[src/rtl/regfile_pkg.sv]
// ---------------------------------------------------------------------------
// regfile_pkg
// Shared types and helpers for the multi-port register file.
//   state_t  : clear-sequencer states (ST_CLEAR while storage is being
//              zeroed, ST_READY once the file is usable)
//   depth_of : number of entries addressed by an ADDR_W-bit address
// ---------------------------------------------------------------------------
package regfile_pkg;

   typedef enum logic [0:0] {
      ST_CLEAR = 1'b0,
      ST_READY = 1'b1
   } state_t;

   localparam int DEF_DATA_W = 32;
   localparam int DEF_ADDR_W = 5;

   function automatic int depth_of(input int addr_w);
      return 1 << addr_w;
   endfunction

endpackage

[src/rtl/regfile_if.sv]
// ---------------------------------------------------------------------------
// regfile_if
// Bundles the read/write buses of the multi-port register file.
//   wr_en       NUM_WR          per-port write enable
//   wr_addr     NUM_WR*ADDR_W   packed write addresses, port k at [k*ADDR_W +: ADDR_W]
//   wr_data     NUM_WR*DATA_W   packed write data,      port k at [k*DATA_W +: DATA_W]
//   rd_addr     NUM_RD*ADDR_W   packed read addresses
//   rd_data     NUM_RD*DATA_W   packed read data (combinational)
//   ready       1               clear finished, file usable
//   wr_conf     1               registered pulse: write-address collision last cycle
//   dbg_state   state_t         clear-sequencer state
//   dbg_clr_idx ADDR_W          entry currently being cleared
//
// Handshake: there is no per-transfer valid/ready pair. A write on port k
// is taken on every rising edge where ready=1 and wr_en[k]=1; it can never
// be back-pressured. Read data is valid whenever ready=1 and is held at 0
// while ready=0.
// ---------------------------------------------------------------------------
interface regfile_if #(
   parameter int DATA_W = 32,
   parameter int ADDR_W = 5,
   parameter int NUM_RD = 2,
   parameter int NUM_WR = 2
);

   logic [NUM_WR-1:0]        wr_en;
   logic [NUM_WR*ADDR_W-1:0] wr_addr;
   logic [NUM_WR*DATA_W-1:0] wr_data;
   logic [NUM_RD*ADDR_W-1:0] rd_addr;
   logic [NUM_RD*DATA_W-1:0] rd_data;
   logic                     ready;
   logic                     wr_conf;
   regfile_pkg::state_t      dbg_state;
   logic [ADDR_W-1:0]        dbg_clr_idx;

   modport master (
      output wr_en, wr_addr, wr_data, rd_addr,
      input  rd_data, ready, wr_conf, dbg_state, dbg_clr_idx
   );

   modport slave (
      input  wr_en, wr_addr, wr_data, rd_addr,
      output rd_data, ready, wr_conf, dbg_state, dbg_clr_idx
   );

endinterface

[src/rtl/regfile_read_port.sv]
// ---------------------------------------------------------------------------
// regfile_read_port
// One combinational read port of the register file.
//   rd_addr  in   ADDR_W          address being read
//   mem_row  in   DATA_W          stored value at rd_addr
//   wr_en    in   NUM_WR          write enables of all write ports
//   wr_addr  in   NUM_WR*ADDR_W   packed write addresses
//   wr_data  in   NUM_WR*DATA_W   packed write data
//   ready    in   1               file usable; reads return 0 otherwise
//   rd_data  out  DATA_W          read result
// ---------------------------------------------------------------------------
module regfile_read_port #(
   parameter int DATA_W   = 32,
   parameter int ADDR_W   = 5,
   parameter int NUM_WR   = 2,
   parameter int ZERO_REG = 1,
   parameter int BYPASS   = 1
) (
   input  logic [ADDR_W-1:0]        rd_addr,
   input  logic [DATA_W-1:0]        mem_row,
   input  logic [NUM_WR-1:0]        wr_en,
   input  logic [NUM_WR*ADDR_W-1:0] wr_addr,
   input  logic [NUM_WR*DATA_W-1:0] wr_data,
   input  logic                     ready,
   output logic [DATA_W-1:0]        rd_data
);

   always_comb begin
      rd_data = mem_row;
      // Ascending scan: the last (highest-index) matching port overrides,
      // mirroring which write lands in storage at the edge.
      if (BYPASS != 0) begin
         for (int k = 0; k < NUM_WR; k++) begin
            if (wr_en[k] && (wr_addr[k*ADDR_W +: ADDR_W] == rd_addr)) begin
               rd_data = wr_data[k*DATA_W +: DATA_W];
            end
         end
      end
      // Forcing zero last also covers the "entry not writable" case for the
      // bypass path, since the only non-writable entry is the zero register.
      if (!ready || ((ZERO_REG != 0) && (rd_addr == '0))) begin
         rd_data = '0;
      end
   end

endmodule

[src/rtl/regfile_multiport.sv]
// ---------------------------------------------------------------------------
// regfile_multiport
// Parametrised multi-port GPR file: NUM_RD combinational read ports,
// NUM_WR write ports, optional hard-wired zero register, optional
// write-to-read bypass. After reset a sequencer zeroes one entry per
// cycle and raises ready when the whole array is clear.
//   clk    in  1        clock, all state on posedge
//   reset  in  1        synchronous, active-high
//   bus    regfile_if.slave  write/read buses, ready, wr_conf, debug state
// ---------------------------------------------------------------------------
module regfile_multiport
   import regfile_pkg::*;
#(
   parameter int DATA_W   = DEF_DATA_W,
   parameter int ADDR_W   = DEF_ADDR_W,
   parameter int NUM_RD   = 2,
   parameter int NUM_WR   = 2,
   parameter int ZERO_REG = 1,
   parameter int BYPASS   = 1
) (
   input  logic     clk,
   input  logic     reset,
   regfile_if.slave bus
);

   localparam int                DEPTH    = depth_of(ADDR_W);
   localparam logic [ADDR_W-1:0] LAST_IDX = ADDR_W'(DEPTH - 1);

   logic [DATA_W-1:0] mem [DEPTH];

   state_t            state_q, state_d;
   logic [ADDR_W-1:0] clr_idx_q, clr_idx_d;
   logic              ready;
   logic              collide;
   logic              wr_conf_q;

   // ---------------- clear sequencer ----------------
   always_ff @(posedge clk) begin
      if (reset) begin
         state_q   <= ST_CLEAR;
         clr_idx_q <= '0;
      end else begin
         state_q   <= state_d;
         clr_idx_q <= clr_idx_d;
      end
   end

   always_comb begin
      state_d   = state_q;
      clr_idx_d = clr_idx_q;
      if (state_q == ST_CLEAR) begin
         clr_idx_d = clr_idx_q + ADDR_W'(1);
         if (clr_idx_q == LAST_IDX) begin
            state_d   = ST_READY;
            clr_idx_d = '0;
         end
      end
   end

   assign ready = (state_q == ST_READY);

   // ---------------- storage ----------------
   // No reset on the array itself: the sequencer clears it afterwards.
   // Ascending k so the highest-index port wins on a shared address.
   always_ff @(posedge clk) begin
      if (!reset) begin
         if (state_q == ST_CLEAR) begin
            mem[clr_idx_q] <= '0;
         end else begin
            for (int k = 0; k < NUM_WR; k++) begin
               if (bus.wr_en[k] &&
                   ((ZERO_REG == 0) || (bus.wr_addr[k*ADDR_W +: ADDR_W] != '0))) begin
                  mem[bus.wr_addr[k*ADDR_W +: ADDR_W]] <= bus.wr_data[k*DATA_W +: DATA_W];
               end
            end
         end
      end
   end

   // ---------------- conflict detector ----------------
   // Only enabled ports are compared; the zero register still counts.
   always_comb begin
      collide = 1'b0;
      for (int i = 0; i < NUM_WR; i++) begin
         for (int j = i + 1; j < NUM_WR; j++) begin
            if (bus.wr_en[i] && bus.wr_en[j] &&
                (bus.wr_addr[i*ADDR_W +: ADDR_W] == bus.wr_addr[j*ADDR_W +: ADDR_W])) begin
               collide = 1'b1;
            end
         end
      end
   end

   always_ff @(posedge clk) begin
      if (reset) begin
         wr_conf_q <= 1'b0;
      end else begin
         wr_conf_q <= ready && collide;
      end
   end

   // ---------------- read ports ----------------
   for (genvar j = 0; j < NUM_RD; j++) begin : g_rd
      logic [ADDR_W-1:0] ra;
      logic [DATA_W-1:0] rd_word;

      assign ra = bus.rd_addr[j*ADDR_W +: ADDR_W];

      regfile_read_port #(
         .DATA_W   (DATA_W),
         .ADDR_W   (ADDR_W),
         .NUM_WR   (NUM_WR),
         .ZERO_REG (ZERO_REG),
         .BYPASS   (BYPASS)
      ) u_rd (
         .rd_addr (ra),
         .mem_row (mem[ra]),
         .wr_en   (bus.wr_en),
         .wr_addr (bus.wr_addr),
         .wr_data (bus.wr_data),
         .ready   (ready),
         .rd_data (rd_word)
      );

      assign bus.rd_data[j*DATA_W +: DATA_W] = rd_word;
   end

   assign bus.ready       = ready;
   assign bus.wr_conf     = wr_conf_q;
   assign bus.dbg_state   = state_q;
   assign bus.dbg_clr_idx = clr_idx_q;

endmodule
[src/flat_wrapper.sv]
// flat-port wrapper written by rule: the top's interface ports become plain ports
module regfile_multiport_flat import regfile_pkg::*;
#(
   parameter int DATA_W   = DEF_DATA_W,
   parameter int ADDR_W   = DEF_ADDR_W,
   parameter int NUM_RD   = 2,
   parameter int NUM_WR   = 2,
   parameter int ZERO_REG = 1,
   parameter int BYPASS   = 1
)
  (clk, reset, bus_wr_en, bus_wr_addr, bus_wr_data, bus_rd_addr, bus_rd_data, bus_ready, bus_wr_conf, bus_dbg_state, bus_dbg_clr_idx);
  regfile_if #(.DATA_W(DATA_W), .ADDR_W(ADDR_W), .NUM_RD(NUM_RD), .NUM_WR(NUM_WR)) bus_i ();
  input  logic clk;
  input  logic reset;
  input wire logic [$bits(bus_i.wr_en)-1:0] bus_wr_en;
  input wire logic [$bits(bus_i.wr_addr)-1:0] bus_wr_addr;
  input wire logic [$bits(bus_i.wr_data)-1:0] bus_wr_data;
  input wire logic [$bits(bus_i.rd_addr)-1:0] bus_rd_addr;
  output wire logic [$bits(bus_i.rd_data)-1:0] bus_rd_data;
  output wire logic [$bits(bus_i.ready)-1:0] bus_ready;
  output wire logic [$bits(bus_i.wr_conf)-1:0] bus_wr_conf;
  output wire logic [$bits(bus_i.dbg_state)-1:0] bus_dbg_state;
  output wire logic [$bits(bus_i.dbg_clr_idx)-1:0] bus_dbg_clr_idx;
  assign bus_i.wr_en = bus_wr_en;
  assign bus_i.wr_addr = bus_wr_addr;
  assign bus_i.wr_data = bus_wr_data;
  assign bus_i.rd_addr = bus_rd_addr;
  assign bus_rd_data = bus_i.rd_data;
  assign bus_ready = bus_i.ready;
  assign bus_wr_conf = bus_i.wr_conf;
  assign bus_dbg_state = bus_i.dbg_state;
  assign bus_dbg_clr_idx = bus_i.dbg_clr_idx;
  regfile_multiport #(.DATA_W(DATA_W), .ADDR_W(ADDR_W), .NUM_RD(NUM_RD), .NUM_WR(NUM_WR), .ZERO_REG(ZERO_REG), .BYPASS(BYPASS)) u_core (.clk(clk), .reset(reset), .bus(bus_i));
endmodule
[config.mk]
export PLATFORM = sky130hd
export DESIGN_NAME = regfile_multiport_flat
export DESIGN_NICKNAME = d
export VERILOG_FILES = /design/src/rtl/regfile_pkg.sv /design/src/rtl/regfile_if.sv /design/src/rtl/regfile_read_port.sv /design/src/rtl/regfile_multiport.sv /design/src/flat_wrapper.sv
export SDC_FILE = /design/constraint.sdc
export NUM_CORES = 2
export LEC_CHECK = 0
export ABC_CLOCK_PERIOD_IN_PS = 4410
export BUFFER_PORTS_ARGS = -buffer_cell sky130_fd_sc_hd__buf_2
export CAP_MARGIN = 20
export CORE_MARGIN = 4
export CORE_UTILIZATION = 23
export CTS_CLUSTER_SIZE = 16
export DETAILED_ROUTE_END_ITERATION = 10
export PLACE_DENSITY_LB_ADDON = 0.3
export SLEW_MARGIN = 15
export SYNTH_ARGS = -nofsm -noshare
export SYNTH_HDL_FRONTEND = slang
export SYNTH_HIERARCHICAL = 1
export SYNTH_SLANG_ARGS = --single-unit
[constraint.sdc]
create_clock -name clk -period 4.41 [get_ports clk]
set_input_delay 0.441 -clock clk [delete_from_list [all_inputs] [get_ports clk]]
set_output_delay 0.441 -clock clk [all_outputs]
set_load 0.05 [all_outputs]
==> impl_metrics.csv <==
group,metric,value,unit
outcome,outcome,"completed",
worst_setup_path,r2r_slack,0.67,ns
sta,setup_violations,0,
synth,syn-cell-area,0.0598,mm²
sta,tns,0,ns
die,start_util,23.1,%
cts,cts_tree,"built",
cts,cts_buffers,114,
synth,synth_top_cells_by_count,"nand2_1 (1037), o21ai_0 (1025), edfxtp_1 (1024)",
synth,async_reset_ff_share,0,%
die,io_pins,160,
cts,h-tree-depth,3,
die,dieArea,0.268,mm²
placed_design,place_hpwl,163000,µm
synth,synth_enable_flop_cells,1024,
sta,maxSlewViolCount,0,
drt,ant_nets,0,
layout,final_util,26.8,%
cts,clock_path_buffers,3,
layout,drive_above_1_share,24.6,%
layout,finalNonFillerCells,8419,
synth,synth_area_leaders,"edfxtp_1 (51%), mux4_2 (19%), o21ai_0 (8.6%), nand2_1 (6.5%), clkbuf_1 (2.7%)",
sta,fmax,237,MHz
worst_setup_path,cp-start-kind,"input port",
sta,grt_setup_unrepaired,"no",
drt,vias_per_cell,5.58,
layout,area_growth_syn_to_layout,16.1,%
synth,ys_seq_elements,1031,
layout,final_area,0.0695,mm²
worst_setup_path,arrival,3.77,ns
grt,grt_pass1_vias,45100,
grt,grt_max_degree,65,
drt,vias,47000,
die,die_h,518,µm
drt,drc_errors,0,
drt,routed_wl,270000,µm
worst_setup_path,path_max_fanout,40,
synth,synth_largest_area_cell,"edfxtp_1",
placed_design,dp_cells,8202,
synth,syn_inst,5054,
cts,cts-root-buf,"clkbuf_16",
synth,synth.most_common_cell,"nand2_1",
synth,syn-num-nets,5144,
die,core,0.259,mm²
synth,syn_avg_cell_area,11.8,µm²
synth,synth_top_area_share,51.4,%
cts,insertion_delay,0.76,ns
worst_setup_path,r2r_end,"u_core/mem[25][14]",
synth,ys_warn_count,6,
sta,hold_viol_final,0,
worst_setup_path,startpoint,"bus_rd_addr[2]",
worst_setup_path,reg2reg_from,"u_core/bus.dbg_state",
power,p_leak,22.8,nW
grt,grt_pass1_wl,367000,µm
cts,cts_resized,0,
drt,drt-pass1-iter-count,6,
die,rows,187,
placed_design,portBuffers,159,
cts,clock_sinks,1031,
placed_design,place_area,0.0658,mm²
job,max_cap_viol_count,0,
drt,wl_per_cell,32.0,µm
hold_path,holdCritPathClass,"input port to flop",
worst_setup_path,endpoint,"bus_rd_data[31]",
synth,ys.flop_type,"edfxtp_1",
worst_setup_path,end_kind,"output pin",
worst_setup_path,rr_worst_depth,5,
drt,drt_first_iter_violations,6646,
sta,worstMarginPinSlew,1.18,ns
cts,cts_setup_buffers,0,
placed_design,gp_congestion,0.834,
sta,clock_skew,0.0172,ns
synth,seq_area_frac_synth,51.6,%
sta,final.period_utilization,95.5,%
layout,final_nets,5008,
grt,antenna_found_initial,30,
cts,clk_pin_slew,0.06,ns
die,die_x,518,µm
power,p_per_area,322,mW/mm²
sta,layout_min_cycle_time,4.21,ns
grt,grt.total_usage,19.3,%
cts,hold_buffers,0,
grt,grt-ovfl-total,0,
worst_setup_path,critPathRequiredTime,3.97,ns
power,vdd_drop_max,0.000320,V
synth,synth_cell_types,63,
worst_setup_path,path_class,"input port to output pin",
sta,relSlewSlack,21.4,%
## stage by stage
stage,total power [mW],hold WS [ns],setup slack [ns]
4_1_cts,22.4,0.0173,0.138
6_report,22.4,0.0661,0.198
5_1_grt,22.9,0.0480,0.166
3_3_place_gp,12.9,0.511,0.153
2_1_floorplan,12.0,0.575,0.577
3_5_place_dp,12.9,0.529,0.147
## layer usage
metal	vias to the layer above	wire length, µm	global-route usage, %
li1	19200	-	-
met1	23800	101000	24.4
met2	3219	124000	30.8
met3	699	29200	4.91
met4	2	14800	9.27
met5	-	13	0.427
## sequential cells by signal (all words and copies together) (netlist names)
name / count
u_core/bus.dbg_clr_idx: 5
u_core/bus.dbg_state: 1
u_core/bus.wr_conf: 1
u_core/mem: 1024
## worst max-delay path, cell delays in order
cell	delay (ns)
buf_8	0.40
buf_4	0.41
xnor2_1	0.18
and4_2	0.80
buf_4	0.39
nand4_1	0.12
a31oi_1	0.53
buf_4	0.24
buf_12	0.13
## where the power goes
group | internal (mW) | switching, mW | leakage (nW)
Sequential | 10.7 | 0.0313 | 11.0
Combinational | 0.675 | 1.39 | 10.1
Clock | 5.39 | 4.22 | 1.78
Total | 16.7 | 5.63 | 22.8
## cells by family (layout without fill, tap and decap cells)
group	Yosys count	after routing	share of synthesized area [%]
simple gates	1276	1276	9.06
buf+inv	700	655	5.18
other cells	0	8	0
compound gates	1505	1505	14.4
flops	1031	1031	51.6
xor+xnor	25	25	0.391
fa+ha+maj	2	2	0.0418
mux	515	515	19.3
## final cells by class
| cell class | count | area, µm² |
|---|---|---|
| flip-flops and latches | 1031 | 30900 |
| diodes | 8 | 20.0 |
| repair buffers | 410 | 4130 |
| fillers | 26600 | 190000 |
| clock buffers | 141 | 3020 |
| well taps | 3402 | 4260 |
| inverters | 38 | 143 |
| clock inverters | 66 | 567 |
| multi-input cells | 3323 | 26500 |
## cell usage in the layout, fill, tap and decap left out, drive strengths merged, types with 23 or more instances in the layout
| master | n |
|---|---|
| nand2 | 1037 |
| o22ai | 256 |
| o21bai | 27 |
| clkbuf | 141 |
| edfxtp | 1024 |
| nand4 | 70 |
| clkinv | 55 |
| o31ai | 68 |
| o21ai | 1062 |
| inv | 39 |
| mux4 | 512 |
| nor4 | 74 |
| nor3 | 30 |
| xnor2 | 23 |
| buf | 410 |
| a31oi | 66 |
## worst min-delay path by stage
stage                                         start                   endpoint  slack (ns)  cells past startpoint
after floorplan                        bus_wr_en[1]         u_core/bus.wr_conf        0.58                      2
final                                  bus_wr_en[1]         u_core/bus.wr_conf        0.07                      3
after global placement    u_core/bus.dbg_clr_idx[4]  u_core/bus.dbg_clr_idx[4]        0.51                      2
after CTS                              bus_wr_en[1]         u_core/bus.wr_conf        0.02                      3
after global routing                   bus_wr_en[1]         u_core/bus.wr_conf        0.05                      3
after detailed placement  u_core/bus.dbg_clr_idx[4]  u_core/bus.dbg_clr_idx[4]        0.53                      2
Note: power is estimated with default switching activity, not from simulation.
